===== config.mk =====
export PLATFORM = sky130hd
export DESIGN_NAME = rf_wb_arbiter
export DESIGN_NICKNAME = d
export VERILOG_FILES = /design/src/rtl/rf_wb_pkg.sv /design/src/rtl/wb_fifo.sv /design/src/rtl/rf_wb_arbiter.sv
export SDC_FILE = /design/constraint.sdc
export NUM_CORES = 1
export LEC_CHECK = 0
export BUFFER_PORTS_ARGS = -buffer_cell sky130_fd_sc_hd__buf_2
export CORE_MARGIN = 4
export CORE_UTILIZATION = 55
export DETAILED_ROUTE_END_ITERATION = 8
export PLACE_DENSITY = 0.8
export SETUP_SLACK_MARGIN = 0.15
export SLEW_MARGIN = 20
export SYNTH_ARGS = -nofsm -noshare
export SYNTH_HDL_FRONTEND = slang
export SYNTH_SLANG_ARGS = --single-unit

===== constraint.sdc =====
create_clock -name clk -period 4.9 [get_ports clk]
set_input_delay 1.47 -clock clk [delete_from_list [all_inputs] [get_ports clk]]
set_output_delay 1.47 -clock clk [all_outputs]
set_load 0.02 [all_outputs]

===== src/rtl/rf_wb_pkg.sv =====
// Shared types and widths for the register-file writeback arbiter.
package rf_wb_pkg;

  localparam int REG_ADDR_W = 5;
  localparam int XLEN       = 32;

  typedef struct packed {
    logic [REG_ADDR_W-1:0] rd;
    logic [XLEN-1:0]       data;
  } wb_req_t;

endpackage


===== src/rtl/wb_fifo.sv =====
// Writeback request FIFO; registered storage, head visible the cycle after push.
// Caller gates push with !full and pop with !empty; per-entry rd/valid exposed for hazard compare.
module wb_fifo
  import rf_wb_pkg::*;
#(
  parameter int DEPTH = 2
) (
  input  logic                                 clk,
  input  logic                                 rst,
  input  logic                                 push,
  input  wb_req_t                              push_dat,
  input  logic                                 pop,
  output logic                                 full,
  output logic                                 empty,
  output wb_req_t                              head,
  output logic [DEPTH-1:0]                     ent_vld,
  output logic [DEPTH-1:0][REG_ADDR_W-1:0]     ent_rd
);

  localparam int PW = (DEPTH > 1) ? $clog2(DEPTH) : 1;

  wb_req_t        mem [DEPTH];
  logic [PW-1:0]  wr_ptr;
  logic [PW-1:0]  rd_ptr;

  // Occupancy is carried by the per-entry valid bits; pointers wrap naturally at a power-of-2 depth.
  always_ff @(posedge clk) begin
    if (rst) begin
      wr_ptr  <= '0;
      rd_ptr  <= '0;
      ent_vld <= '0;
    end else begin
      if (push) begin
        ent_vld[wr_ptr] <= 1'b1;
        wr_ptr          <= wr_ptr + 1'b1;
      end
      if (pop) begin
        ent_vld[rd_ptr] <= 1'b0;
        rd_ptr          <= rd_ptr + 1'b1;
      end
    end
  end

  always_ff @(posedge clk) begin
    if (push) mem[wr_ptr] <= push_dat;
  end

  always_comb begin
    for (int i = 0; i < DEPTH; i++) ent_rd[i] = mem[i].rd;
  end

  assign full  = &ent_vld;
  assign empty = ~|ent_vld;
  assign head  = mem[rd_ptr];

endmodule


===== src/rtl/rf_wb_arbiter.sv =====
// Two-port writeback arbiter onto the single rf write port: A has priority, B ages to MAX_WAIT.
// One cycle push-to-write when uncontended; ready drops only while a port FIFO is full.
module rf_wb_arbiter
  import rf_wb_pkg::*;
#(
  parameter int DEPTH    = 2,
  parameter int MAX_WAIT = 3
) (
  input  logic                  clk,
  input  logic                  rst,
  input  logic                  a_valid,
  output logic                  a_ready,
  input  logic [REG_ADDR_W-1:0] a_rd,
  input  logic [XLEN-1:0]       a_data,
  input  logic                  b_valid,
  output logic                  b_ready,
  input  logic [REG_ADDR_W-1:0] b_rd,
  input  logic [XLEN-1:0]       b_data,
  output logic                  rf_write_e,
  output logic [REG_ADDR_W-1:0] rf_rd,
  output logic [XLEN-1:0]       rf_write_d,
  input  logic [REG_ADDR_W-1:0] chk_s1,
  input  logic [REG_ADDR_W-1:0] chk_s2,
  output logic                  hazard_s1,
  output logic                  hazard_s2,
  output logic                  busy
);

  localparam int WW = $clog2(MAX_WAIT + 1);

  logic                              a_full, a_empty, b_full, b_empty;
  logic                              a_push, b_push, a_grant, b_grant, b_aged;
  wb_req_t                           a_head, b_head;
  logic [DEPTH-1:0]                  a_ent_vld, b_ent_vld;
  logic [DEPTH-1:0][REG_ADDR_W-1:0]  a_ent_rd, b_ent_rd;
  logic [WW-1:0]                     wait_cnt;

  assign a_ready = !rst && !a_full;
  assign b_ready = !rst && !b_full;

  // Writes to x0 still handshake but never occupy a slot.
  assign a_push = a_valid && a_ready && (a_rd != '0);
  assign b_push = b_valid && b_ready && (b_rd != '0);

  wb_fifo #(.DEPTH(DEPTH)) u_fifo_a (
    .clk      (clk),
    .rst      (rst),
    .push     (a_push),
    .push_dat ('{rd: a_rd, data: a_data}),
    .pop      (a_grant),
    .full     (a_full),
    .empty    (a_empty),
    .head     (a_head),
    .ent_vld  (a_ent_vld),
    .ent_rd   (a_ent_rd)
  );

  wb_fifo #(.DEPTH(DEPTH)) u_fifo_b (
    .clk      (clk),
    .rst      (rst),
    .push     (b_push),
    .push_dat ('{rd: b_rd, data: b_data}),
    .pop      (b_grant),
    .full     (b_full),
    .empty    (b_empty),
    .head     (b_head),
    .ent_vld  (b_ent_vld),
    .ent_rd   (b_ent_rd)
  );

  // Grants are suppressed during reset so queued entries are dropped rather than committed.
  assign b_aged  = (wait_cnt == WW'(MAX_WAIT));
  assign a_grant = !rst && !a_empty && !(!b_empty && b_aged);
  assign b_grant = !rst && !b_empty && (a_empty || b_aged);

  always_ff @(posedge clk) begin
    if (rst || b_empty || b_grant) wait_cnt <= '0;
    else if (!b_aged)              wait_cnt <= wait_cnt + 1'b1;
  end

  always_comb begin
    rf_write_e = a_grant || b_grant;
    rf_rd      = '0;
    rf_write_d = '0;
    if (a_grant) begin
      rf_rd      = a_head.rd;
      rf_write_d = a_head.data;
    end else if (b_grant) begin
      rf_rd      = b_head.rd;
      rf_write_d = b_head.data;
    end
  end

  always_comb begin
    hazard_s1 = 1'b0;
    hazard_s2 = 1'b0;
    for (int i = 0; i < DEPTH; i++) begin
      if (a_ent_vld[i] && a_ent_rd[i] == chk_s1) hazard_s1 = 1'b1;
      if (b_ent_vld[i] && b_ent_rd[i] == chk_s1) hazard_s1 = 1'b1;
      if (a_ent_vld[i] && a_ent_rd[i] == chk_s2) hazard_s2 = 1'b1;
      if (b_ent_vld[i] && b_ent_rd[i] == chk_s2) hazard_s2 = 1'b1;
    end
    if (rst || chk_s1 == '0) hazard_s1 = 1'b0;
    if (rst || chk_s2 == '0) hazard_s2 = 1'b0;
  end

  assign busy = !rst && !(a_empty && b_empty);

endmodule


* Yosys cells after proc, flatten, opt, wreduce, memory -nomap -nowiden
Memory sizes are Yosys's and may differ from the RTL's. A register that Yosys moved wholly into a read port is not among the register bits.
Index checks and enable logic that the tools add are counted.
** Storage, ports and cells
- Flip-flop bits (word level) :: 10
- RAM bits :: 148
- Input port bits :: 88
- Output and inout bits :: 43
- Logic and storage cells :: 119
- Memories kept :: 2
** Memories
- u_fifo_a.mem :: depth 2, width 37, rd ports 3, clocked after Yosys merged registers in 1, write ports 1, line wb_fifo.sv:22 : wb_req_t mem [DEPTH];
- u_fifo_b.mem :: depth 2, width 37, rd ports 3, clocked after Yosys merged registers in 1, write ports 1, line wb_fifo.sv:22
** Operators by class
- Add/subtract/negate cells :: 5
- Order comparisons :: 8
- Equality and inequality tests :: 9
- Mux-type cells :: 36
- Bitwise gates (word level) :: 6
- Reduce and logical (&&, ||, !) cells :: 46
** Operator list (number)
- $mux 32 :: 2
- $eq 5x5->1 :: 8
- $logic_and 1x1->1 :: 25
- $mux 1 :: 22
- $mux 2 :: 6
- $logic_not 5->1 :: 2
- $mux 5 :: 2
- $reduce_bool 5->1 :: 2
- $lt 1x2->1 const B :: 4
- $logic_not 1->1 :: 7
- $logic_or 1x1->1 :: 6
- $add 1x1->1 const B :: 4
- $and 2x2->2 :: 2
- $demux 1 s1 :: 4
- $ge 1x1->1 const B :: 4
- $not 2->2 :: 2
- $or 2x2->2 :: 2
- $reduce_and 2->1 :: 2
- $reduce_or 2->1 :: 2
- $add 2x1->2 const B :: 1
- $eq 2x2->1 const B :: 1

* Depth between registers and ports, before layout
Gate-level depths: netlist (run 1).
- Depth in word-level cells :: 9
- Gate-level depth with buffers :: 6
- Depth with buffers taken out :: 5

* Cells and area by module
From an unflattened synthesis (run 1), not the netlist that was laid out.
** Unflattened totals
- Cells, all modules :: 431
- Area, all modules :: 7260.7 µm²
** Modules (own cells, without submodules)
- wb_fifo :: times used 2, cells an instance 145, area each 3080.5 µm²
- rf_wb_arbiter :: times used 1, cells an instance 141, area each 1099.8 µm²

* Least setup slack after synthesis (run 1)
Ideal clock, no wire load.
- Path kind :: input-to-reg
- From :: in rst
- To :: mem u_fifo_b.mem[0][0] (netlist name), enable pin
- Library setup time :: 433 ps
- Arrival :: 3684 ps
- Required time :: 4467 ps
- Setup slack :: 783 ps
- Stages on the path :: 4
- Path buffers :: 1
- Cells stage by stage :: buf_2 a21oi_2 o211ai_2 nor2_1
** On the way
- Longest elaborated chain between the ends :: 6
** Ends and longest elaborated chain
- start: declaration :: line rf_wb_arbiter.sv:10 : input logic rst,
- $logic_not 1->1 :: line rf_wb_arbiter.sv:39 : assign b_ready = !rst && !b_full;
- $logic_and 1x1->1 :: line rf_wb_arbiter.sv:39
- via b_ready :: line rf_wb_arbiter.sv:16 : output logic b_ready,
- $logic_and 1x1->1 (2 in a row) :: line rf_wb_arbiter.sv:43 : assign b_push = b_valid && b_ready && (b_rd != '0);
- $mux 1 :: line wb_fifo.sv:45 : if (push) mem[wr_ptr] <= push_dat;
- $mux 1 (implied by the code) :: line wb_fifo.sv:45
- end: declaration :: line wb_fifo.sv:22
The timed path passes the listed nets, and every way through them passes these cells.

* Worst setup path in the final report (run 1)
- From :: in rst
- To :: out rf_write_d[17]
** On the way
- Longest elaborated chain between the ends :: 5
** Ends and longest elaborated chain
- $logic_not 1->1 * :: line rf_wb_arbiter.sv:73, rf_wb_arbiter.sv:74
- $logic_and 1x1->1 (2 in a row) :: line rf_wb_arbiter.sv:74 : assign b_grant = !rst && !b_empty && (a_empty || b_aged);
- $mux 32 :: line rf_wb_arbiter.sv:88 : end else if (b_grant) begin
- $mux 32 * :: line rf_wb_arbiter.sv:85 : if (a_grant) begin
- end: declaration :: line rf_wb_arbiter.sv:21 : output logic [XLEN-1:0] rf_write_d,
Every way passes the cells marked *; elsewhere a longest branch is shown, timed or not.

==> qor.csv, run 1 <==
metric,value,unit
outcome,finished clean,
rsz0062_at_grt,false,
mostFrequentLayoutCell,edfxtp_1,
grt_use_total,20.7,%
final_antenna_net_count,0,
netlist_instances,410,
powerDensity,394,nW/um^2
swShare,21.9,%
grt_pass1_wl,20900,um
critPathArrivalTime,2.88,ns
drive_gt1_share,32.5,%
p_int,2.46,mW
syn_nets,499,
period_minus_slack,4.35,ns
slew_headroom,27.8,%
power_switching,0.687,mW
die_w,117,um
drtIter0Drc,275,
postPlaceCellArea,7370,sq um
setup_tns,0,ns
htree_levels,4,
vias,3931,
clock_latency,0.41,ns
syn_area_per_cell,16.0,sq um
rows,39,
setup_viol,0,
routed_wl,13500,um
drc,0,
clockRootBuffer,clkbuf_16,
dp.cells,663,
cts_resized,0,
ys_seq_elements,160,
end_kind,output pin,
vias_per_cell,5.67,
clock_tree.buffer_depth,2,
post-cts-setup-buffers,0,
totalPowerFinal,3.14,mW
finClkSkew,0.0110,ns
portBuffers,130,
firstDrtPassIters,4,
antenna_cells,0,
critical_path_class,input port to output pin,
overflow,0,
start_util,56.8,%
hold_viol_final,0,
timing.final.crit_share,88.8,%
dp.final_hpwl,9330,um
layout_common_cells,"148 x edfxtp_1, 130 x buf_2, 74 x mux2i_1",
timing.fmax,230,MHz
fin_nets,629,
dieArea,13700,sq um
hold_path_class,flop to flop,
pin_count,131,
fin_ws,0.547,ns
yosys.area.top_type,edfxtp_1,
seqPwrFrac,50.6,%
ir_drop,0.297,mV
cts_buffers,17,
ys_seq_area_share,71.6,%
power.leakage,2.88,nW
whs,0.418,ns
maxCapViolations,0,
holdBufCountCts,0,
core_region_area,11500,sq um
gp_congestion,0.899,
p_clk_share,40.3,%
syn2layout_area_growth,21.9,%
utilization,69.2,%
cts_tree,done,
synth_cell_types,28,
instances_no_fill,693,
grt_max_degree,41,
setup.worst_path.start_class,input port,
netlist_area,6540,sq um
pre_cts_slack,0.574,ns
crit_path_max_fanout,22,
worst-slew-pin-transition,1.08,ns
maxSlewViolCount,0,
cts.sinks,160,
die_h,117,um
power_frac_comb,9.1,%
fin_area,7970,sq um
synth_top_area_share,68.0,%
r2r_setup_slack,2.72,ns
path_clk_slew,0.06,ns
required,3.43,ns
grt_pass1_vias,4163,
yosys_warnings,0,
synthTopCellsByArea,"edfxtp_1 68%, mux2i_1 11%, xor2_1 4.6%, dfxtp_1 3.7%, o22ai_1 3.5%",
routedWlPerCell,19.5,um
multi_input_area,1760,sq um
fillers,770,
seqCellArea,4690,sq um
antenna_found_initial,0,
-- critical path, stage by stage --
cell     delay, ns
buf_2         0.21
nor2_1        0.26
o21ai_4       0.25
buf_16        0.24
o22ai_1       0.23
buf_2         0.21
-- area by class of cell --
class	instances	area share (%)
Clock buffer	17	5.34
Clock inverter	12	1.84
Tap cell	143	2.24
Sequential cell	160	58.8
Multi-Input combinational cell	217	22.0
Inverter	5	0.235
Timing Repair Buffer	139	9.51
-- state kept, by name, summed over array words and instances, names as in the netlist, named ones only --
register,count
u_fifo_b.rd_ptr,1
u_fifo_a.rd_ptr,1
u_fifo_a.ent_vld,2
u_fifo_a.mem,74
u_fifo_a.wr_ptr,1
wait_cnt,2
u_fifo_b.ent_vld,2
u_fifo_b.wr_ptr,1
u_fifo_b.mem,74
-- cell families after synthesis --
logic type / share of synthesized area, %
flops: 71.6
compound gates: 5.39
buf+inv: 2.10
simple gates: 3.46
xor+xnor: 5.89
fa+ha+maj: 0.191
mux: 11.3
-- final timing paths --
kind,start,endpoint,depth (start not counted)
hold reg to reg,wait_cnt[0]$_SDFFE_PP0N_,wait_cnt[0]$_SDFFE_PP0N_,1
setup reg to reg,u_fifo_a.ent_vld[0]$_SDFF_PP0_,u_fifo_a.ent_vld[0]$_SDFF_PP0_,6
setup / recovery,rst,rf_write_d[17],6
hold / removal,wait_cnt[0]$_SDFFE_PP0N_,wait_cnt[0]$_SDFFE_PP0N_,1
-- layer usage --
| layer | up-vias | track usage (%) | wire (um) |
|---|---|---|---|
| met2 | 161 | 36.0 | 7010 |
| met4 | 0 | 7.34 | 218 |
| li1 | 1841 | - | - |
| met3 | 19 | 5.24 | 887 |
| met1 | 1910 | 25.1 | 5410 |
| met5 | - | 0 | 0 |
-- power by group through the flow --
stage / sequential (mW) / clock (mW) / combinational (mW)
after global placement: 1.62 / 0 / 0.273
after CTS: 1.59 / 1.28 / 0.286
after global routing: 1.60 / 1.35 / 0.311
final: 1.59 / 1.27 / 0.287
after detailed placement: 1.62 / 0 / 0.284
after floorplan: 1.60 / 0 / 0.186
-- cell usage after synthesis --
cell and count:
edfxtp_1 148, mux2i_1 74, o22ai_1 37, xor2_1 34, nor2_1 22, clkbuf_1 15
dfxtp_1 12, buf_2 11, xnor2_1 10, nor4_1 8, inv_1 5, a31oi_1 4
nand3_1 4, a211oi_1 2, a21oi_1 2, a21oi_2 2, and3_1 2, buf_1 2
nand2_1 2, nor3_1 2, o211ai_2 2, o21bai_1 2, or4_1 2, or4_4 2
ha_1 1, nor2_2 1, o21ai_0 1, o21ai_2 1
No activity file was read; power rests on OpenSTA's default activity.
==> run 2: changes to the inputs <==
--- a/config.mk
+++ b/config.mk
@@ -9,7 +9,8 @@
 export CORE_MARGIN = 4
 export CORE_UTILIZATION = 55
 export DETAILED_ROUTE_END_ITERATION = 8
-export PLACE_DENSITY = 0.8
+export GPL_TIMING_DRIVEN = 0
+export PLACE_DENSITY = 0.92
 export SETUP_SLACK_MARGIN = 0.15
 export SLEW_MARGIN = 20
 export SYNTH_ARGS = -nofsm -noshare
==> qor.csv, run 2 (synthesis results as in run 1) <==
metric,value,unit,change
min_to,wait_cnt[0]$_SDFFE_PP0N_,,
pin_count,131,,unchanged
dp.final_hpwl,9850,um,+5.6%
firstDrtPassIters,4,,unchanged
cts_resized,0,,unchanged
critical_path_buf_inv_count,2,,-1
die_w,117,um,unchanged
setup_tns,0,ns,unchanged
core_region_area,11500,sq um,unchanged
layout_common_cells,"148 x edfxtp_1, 130 x buf_2, 74 x mux2i_1",,
powerDensity,403,nW/um^2,+2.2%
antenna_cells,0,,unchanged
utilization,69.9,%,+0.70 points
drc,0,,unchanged
worst-slew-pin-transition,0.667,ns,-0.416 ns
timing.final.crit_share,88.0,%,-0.80 points
cpMostUsedCell,a31oi_1,,
postPlaceCellArea,7430,sq um,+0.83%
routed_wl,14500,um,+6.9%
maxCapViolations,0,,unchanged
dieArea,13700,sq um,unchanged
overflow,0,,unchanged
r2r_end,u_fifo_a.mem[1][20]$_DFFE_PP_,,
rows,39,,unchanged
timing.fmax,232,MHz,+0.90%
fin_area,8050,sq um,+1.0%
hold_viol_final,0,,unchanged
grt_pass1_vias,4225,,+1.5%
final_antenna_net_count,0,,unchanged
slew_headroom,55.4,%,+28 points
path_cells,"clkbuf_1, xor2_1, nor4_1, and3_1, a31oi_1, a31oi_1, buf_2",,
period_minus_slack,4.31,ns,-0.0390 ns
required,3.43,ns,about the same
antenna_found_initial,0,,unchanged
cts_tree,done,,
path_clk_slew,0.06,ns,about the same
r2r_setup_slack,2.94,ns,+0.22 ns
reg_top3,"u_fifo_a.mem (74), u_fifo_b.mem (74)",,
holdBufCountCts,0,,unchanged
critPathArrivalTime,2.84,ns,-0.04 ns
r2r-start,u_fifo_a.ent_vld[0]$_SDFF_PP0_,,
hold_path_class,flop to flop,,
portBuffers,119,,-8.5%
power.leakage,2.91,nW,+1.2%
post-cts-setup-buffers,0,,unchanged
vias_per_cell,5.75,,+1.4%
routedWlPerCell,20.4,um,+4.6%
clock_latency,0.41,ns,about the same
clockRootBuffer,clkbuf_16,,
mostFrequentLayoutCell,edfxtp_1,,
cp_top_family,simple AND/OR/NAND/NOR gates,,
maxSlewViolCount,0,,unchanged
max_stage_delay,0.34,ns,+0.08 ns
cts.sinks,160,,unchanged
drtIter0Drc,327,,+19%
setup.worst_path.start_class,input port,,
vias,4072,,+3.6%
crit_path_max_fanout,5,,-77%
rsz0062_at_grt,false,,
fin_nets,641,,+1.9%
critical_path_class,input port to output pin,,
grt_use_total,21.7,%,+0.98 points
worstHoldStart,wait_cnt[0]$_SDFFE_PP0N_,,
die_h,117,um,unchanged
drive_gt1_share,30.8,%,-1.7 points
grt_max_degree,26,,-37%
gp_congestion,0.949,,+5.5%
outcome,finished clean,,
cts_buffers,17,,unchanged
critPathSlowestCell,nor4_1,,
end_kind,output pin,,
clock_tree.buffer_depth,2,,unchanged
setup_viol,0,,unchanged
htree_levels,4,,unchanged
reg2reg_depth,4,,-2
whs_path_depth,1,,unchanged
start_util,56.8,%,unchanged
ir_drop,0.312,mV,+5.3%
finClkSkew,0.00851,ns,-0.00250 ns
crit_cells,7,,+1
syn2layout_area_growth,23.1,%,
grt_pass1_wl,21800,um,+4.5%
[run 2: area by class of cell]
class	count	area (sq um)
sequential	160	4680
fill	751	3470
multi-input combinational	217	1750
timing repair buffer	123	683
clock buffer	19	433
clock inverter	13	185
tap	143	179
buffer	28	119
inverter	5	18.8
[run 2: worst max path at each step]
stage,start,end
after detailed placement,chk_s2[3],hazard_s2
after global routing,chk_s2[4],hazard_s2
after CTS,chk_s2[3],hazard_s2
after floorplan,rst,u_fifo_b.mem[0][0]$_DFFE_PP_
after global placement,rst,u_fifo_a.mem[0][22]$_DFFE_PP_
final,chk_s2[3],hazard_s2
[run 2: power breakdown]
group	leakage (nW)	internal, mW	total [mW]	switching (mW)
Combinational	1.15	0.118	0.310	0.192
Sequential	1.46	1.55	1.57	0.0232
Clock	0.301	0.854	1.36	0.507
Total	2.91	2.52	3.25	0.722
[run 2: metal layers]
layer	global-route usage [%]	vias to the layer above	part of all wire, %
met5	0	-	0
met4	6.88	0	1.7
met3	5.14	26	7.6
met2	37.2	199	50
met1	27.5	1975	41
li1	-	1872	-
[run 2: stage by stage]
stage          hold slack [ns]  cells  worst slack (ns)  power, mW
2_1_floorplan            0.397    410             0.783       1.78
3_3_place_gp             0.406    672            -0.108       1.89
3_5_place_dp             0.422    676             0.604       1.91
4_1_cts                  0.435    708             0.600       3.27
5_1_grt                  0.473    708             0.505       3.35
6_report                 0.432    708             0.586       3.25
==> run 3: changes to the inputs <==
--- a/config.mk
+++ b/config.mk
@@ -6,11 +6,12 @@
 export NUM_CORES = 1
 export LEC_CHECK = 0
 export BUFFER_PORTS_ARGS = -buffer_cell sky130_fd_sc_hd__buf_2
-export CORE_MARGIN = 4
+export CORE_MARGIN = 5
 export CORE_UTILIZATION = 55
 export DETAILED_ROUTE_END_ITERATION = 8
 export GPL_TIMING_DRIVEN = 0
 export PLACE_DENSITY = 0.92
+export REMOVE_ABC_BUFFERS = 1
 export SETUP_SLACK_MARGIN = 0.15
 export SLEW_MARGIN = 20
 export SYNTH_ARGS = -nofsm -noshare
==> qor.csv, run 3 (synthesis results as in run 1) <==
metric,value,unit,change
vias,3976,,-2.4%
hold_viol_final,0,,unchanged
portBuffers,130,,+9.2%
r2r-start,u_fifo_b.ent_vld[0]$_SDFF_PP0_,,
dieArea,14200,sq um,+3.4%
worst-slew-pin-transition,0.736,ns,+0.0693 ns
r2r_end,u_fifo_b.mem[0][11]$_DFFE_PP_,,
vias_per_cell,5.74,,-0.24%
firstDrtPassIters,5,,+1
critPathArrivalTime,2.97,ns,+0.13 ns
worstHoldStart,wait_cnt[0]$_SDFFE_PP0N_,,
timing.fmax,225,MHz,-2.7%
overflow,0,,unchanged
r2r_setup_slack,3.00,ns,+0.06 ns
mostFrequentLayoutCell,edfxtp_1,,
reg_top3,"u_fifo_a.mem (74), u_fifo_b.mem (74)",,
gp_congestion,0.907,,-4.5%
ir_drop,0.301,mV,-3.6%
post-cts-setup-buffers,0,,unchanged
slew_headroom,50.7,%,-4.7 points
pre_cts_slack,0.480,ns,-0.124 ns
cts_buffers,17,,unchanged
crit_path_max_fanout,21,,+16
clockRootBuffer,clkbuf_16,,
reg2reg_depth,4,,unchanged
cts_tree,done,,
hold_path_class,flop to flop,,
fin_ws,0.464,ns,-0.122 ns
pin_count,131,,unchanged
utilization,70.0,%,+0.12 points
whs_path_depth,1,,unchanged
layout_common_cells,"148 x edfxtp_1, 130 x buf_2, 74 x mux2i_1",,
power.leakage,2.92,nW,+0.17%
timing.final.crit_share,90.5,%,+2.5 points
grt_use_total,20.6,%,-1.1 points
routedWlPerCell,20.7,um,+1.5%
wl_met3,1120,um,+1.3%
htree_levels,4,,unchanged
setup_tns,0,ns,unchanged
final_antenna_net_count,0,,unchanged
powerDensity,398,nW/um^2,-1.4%
maxSlewViolCount,0,,unchanged
maxCapViolations,0,,unchanged
clock_latency,0.41,ns,about the same
antenna_found_initial,0,,unchanged
drtIter0Drc,296,,-9.5%
holdBufCountCts,0,,unchanged
totalPowerFinal,3.21,mW,-1.2%
setup_viol,0,,unchanged
rows,39,,unchanged
setup.worst_path.start_class,input port,,
outcome,finished clean,,
min_to,wait_cnt[0]$_SDFFE_PP0N_,,
start_util,56.8,%,unchanged
dp.final_hpwl,9850,um,about the same
path_clk_slew,0.06,ns,about the same
critical_path_class,input port to output pin,,
top_layer,met4,,
cts.sinks,160,,unchanged
required,3.43,ns,about the same
drive_gt1_share,32.6,%,+1.8 points
die_w,119,um,+1.7%
cts_resized,0,,unchanged
end_kind,output pin,,
rsz0062_at_grt,false,,
syn2layout_area_growth,23.3,%,
core_region_area,11500,sq um,unchanged
period_minus_slack,4.44,ns,+0.122 ns
fin_nets,626,,-2.3%
grt_pass1_wl,22300,um,+2.1%
drc,0,,unchanged
clock_tree.buffer_depth,2,,unchanged
die_h,119,um,+1.7%
routed_wl,14400,um,-0.66%
met2RoutedLength,7520,um,+4.0%
met1_length,5400,um,-8.1%
grt_max_degree,38,,+46%
finClkSkew,0.00809,ns,-0.000413 ns
grt_pass1_vias,4328,,+2.4%
run 3: cell count changes in the layout (fill, tap and decap cells not counted), sizes merged:
| cell | previous run | this run |
|---|---|---|
| clkbuf | 34 | 18 |
| clkinvlp | 0 | 1 |
| diode | 0 | 1 |
| inv | 7 | 6 |
run 3: worst max-delay path by stage:
| stage | startpoint | end | slack (ns) | cells after the start |
|---|---|---|---|---|
| after floorplan | rst | rf_rd[0] | 0.79 | 3 |
| after global placement | rst | u_fifo_b.mem[0][0]$_DFFE_PP_ | -0.30 | 4 |
| after detailed placement | rst | rf_write_d[13] | 0.48 | 6 |
| after CTS | rst | rf_write_d[13] | 0.47 | 6 |
| after global routing | rst | rf_write_d[13] | 0.36 | 6 |
| final | rst | rf_write_d[13] | 0.46 | 6 |
run 3: per-stage QoR:
step / std cells / instance area, sq um / hold slack (ns)
final: 693 / 8060 / 0.419
after global placement: 655 / 7250 / 0.409
after global routing: 692 / 8060 / 0.442
after CTS: 692 / 8060 / 0.426
after detailed placement: 661 / 7460 / 0.417
after floorplan: 382 / 6420 / 0.397
run 3: metal layers:
metal / up-vias / GRT usage (%)
met5: - / 0
met3: 32 / 5.97
met1: 1937 / 23.5
li1: 1830 / -
met2: 177 / 36.2
met4: 0 / 8.83
run 3: final cells by class:
type,count,area (sq um)
clock buffer,18,429
clock inverter,13,169
fill,716,3450
multi-input combinational,217,1760
sequential,160,4690
antenna,1,2.50
tap,143,179
inverter,5,18.8
timing repair buffer,136,816
run 3: critical path: stages:
cell	delay [ns]
buf_2	0.21
nor2_1	0.29
o21ai_4	0.27
buf_16	0.25
o22ai_1	0.25
buf_2	0.22
run 3: power breakdown:
group,leakage [nW],internal [mW],switching [mW]
sequential,1.46,1.55,0.0474
combinational,1.16,0.123,0.164
clock,0.295,0.841,0.481
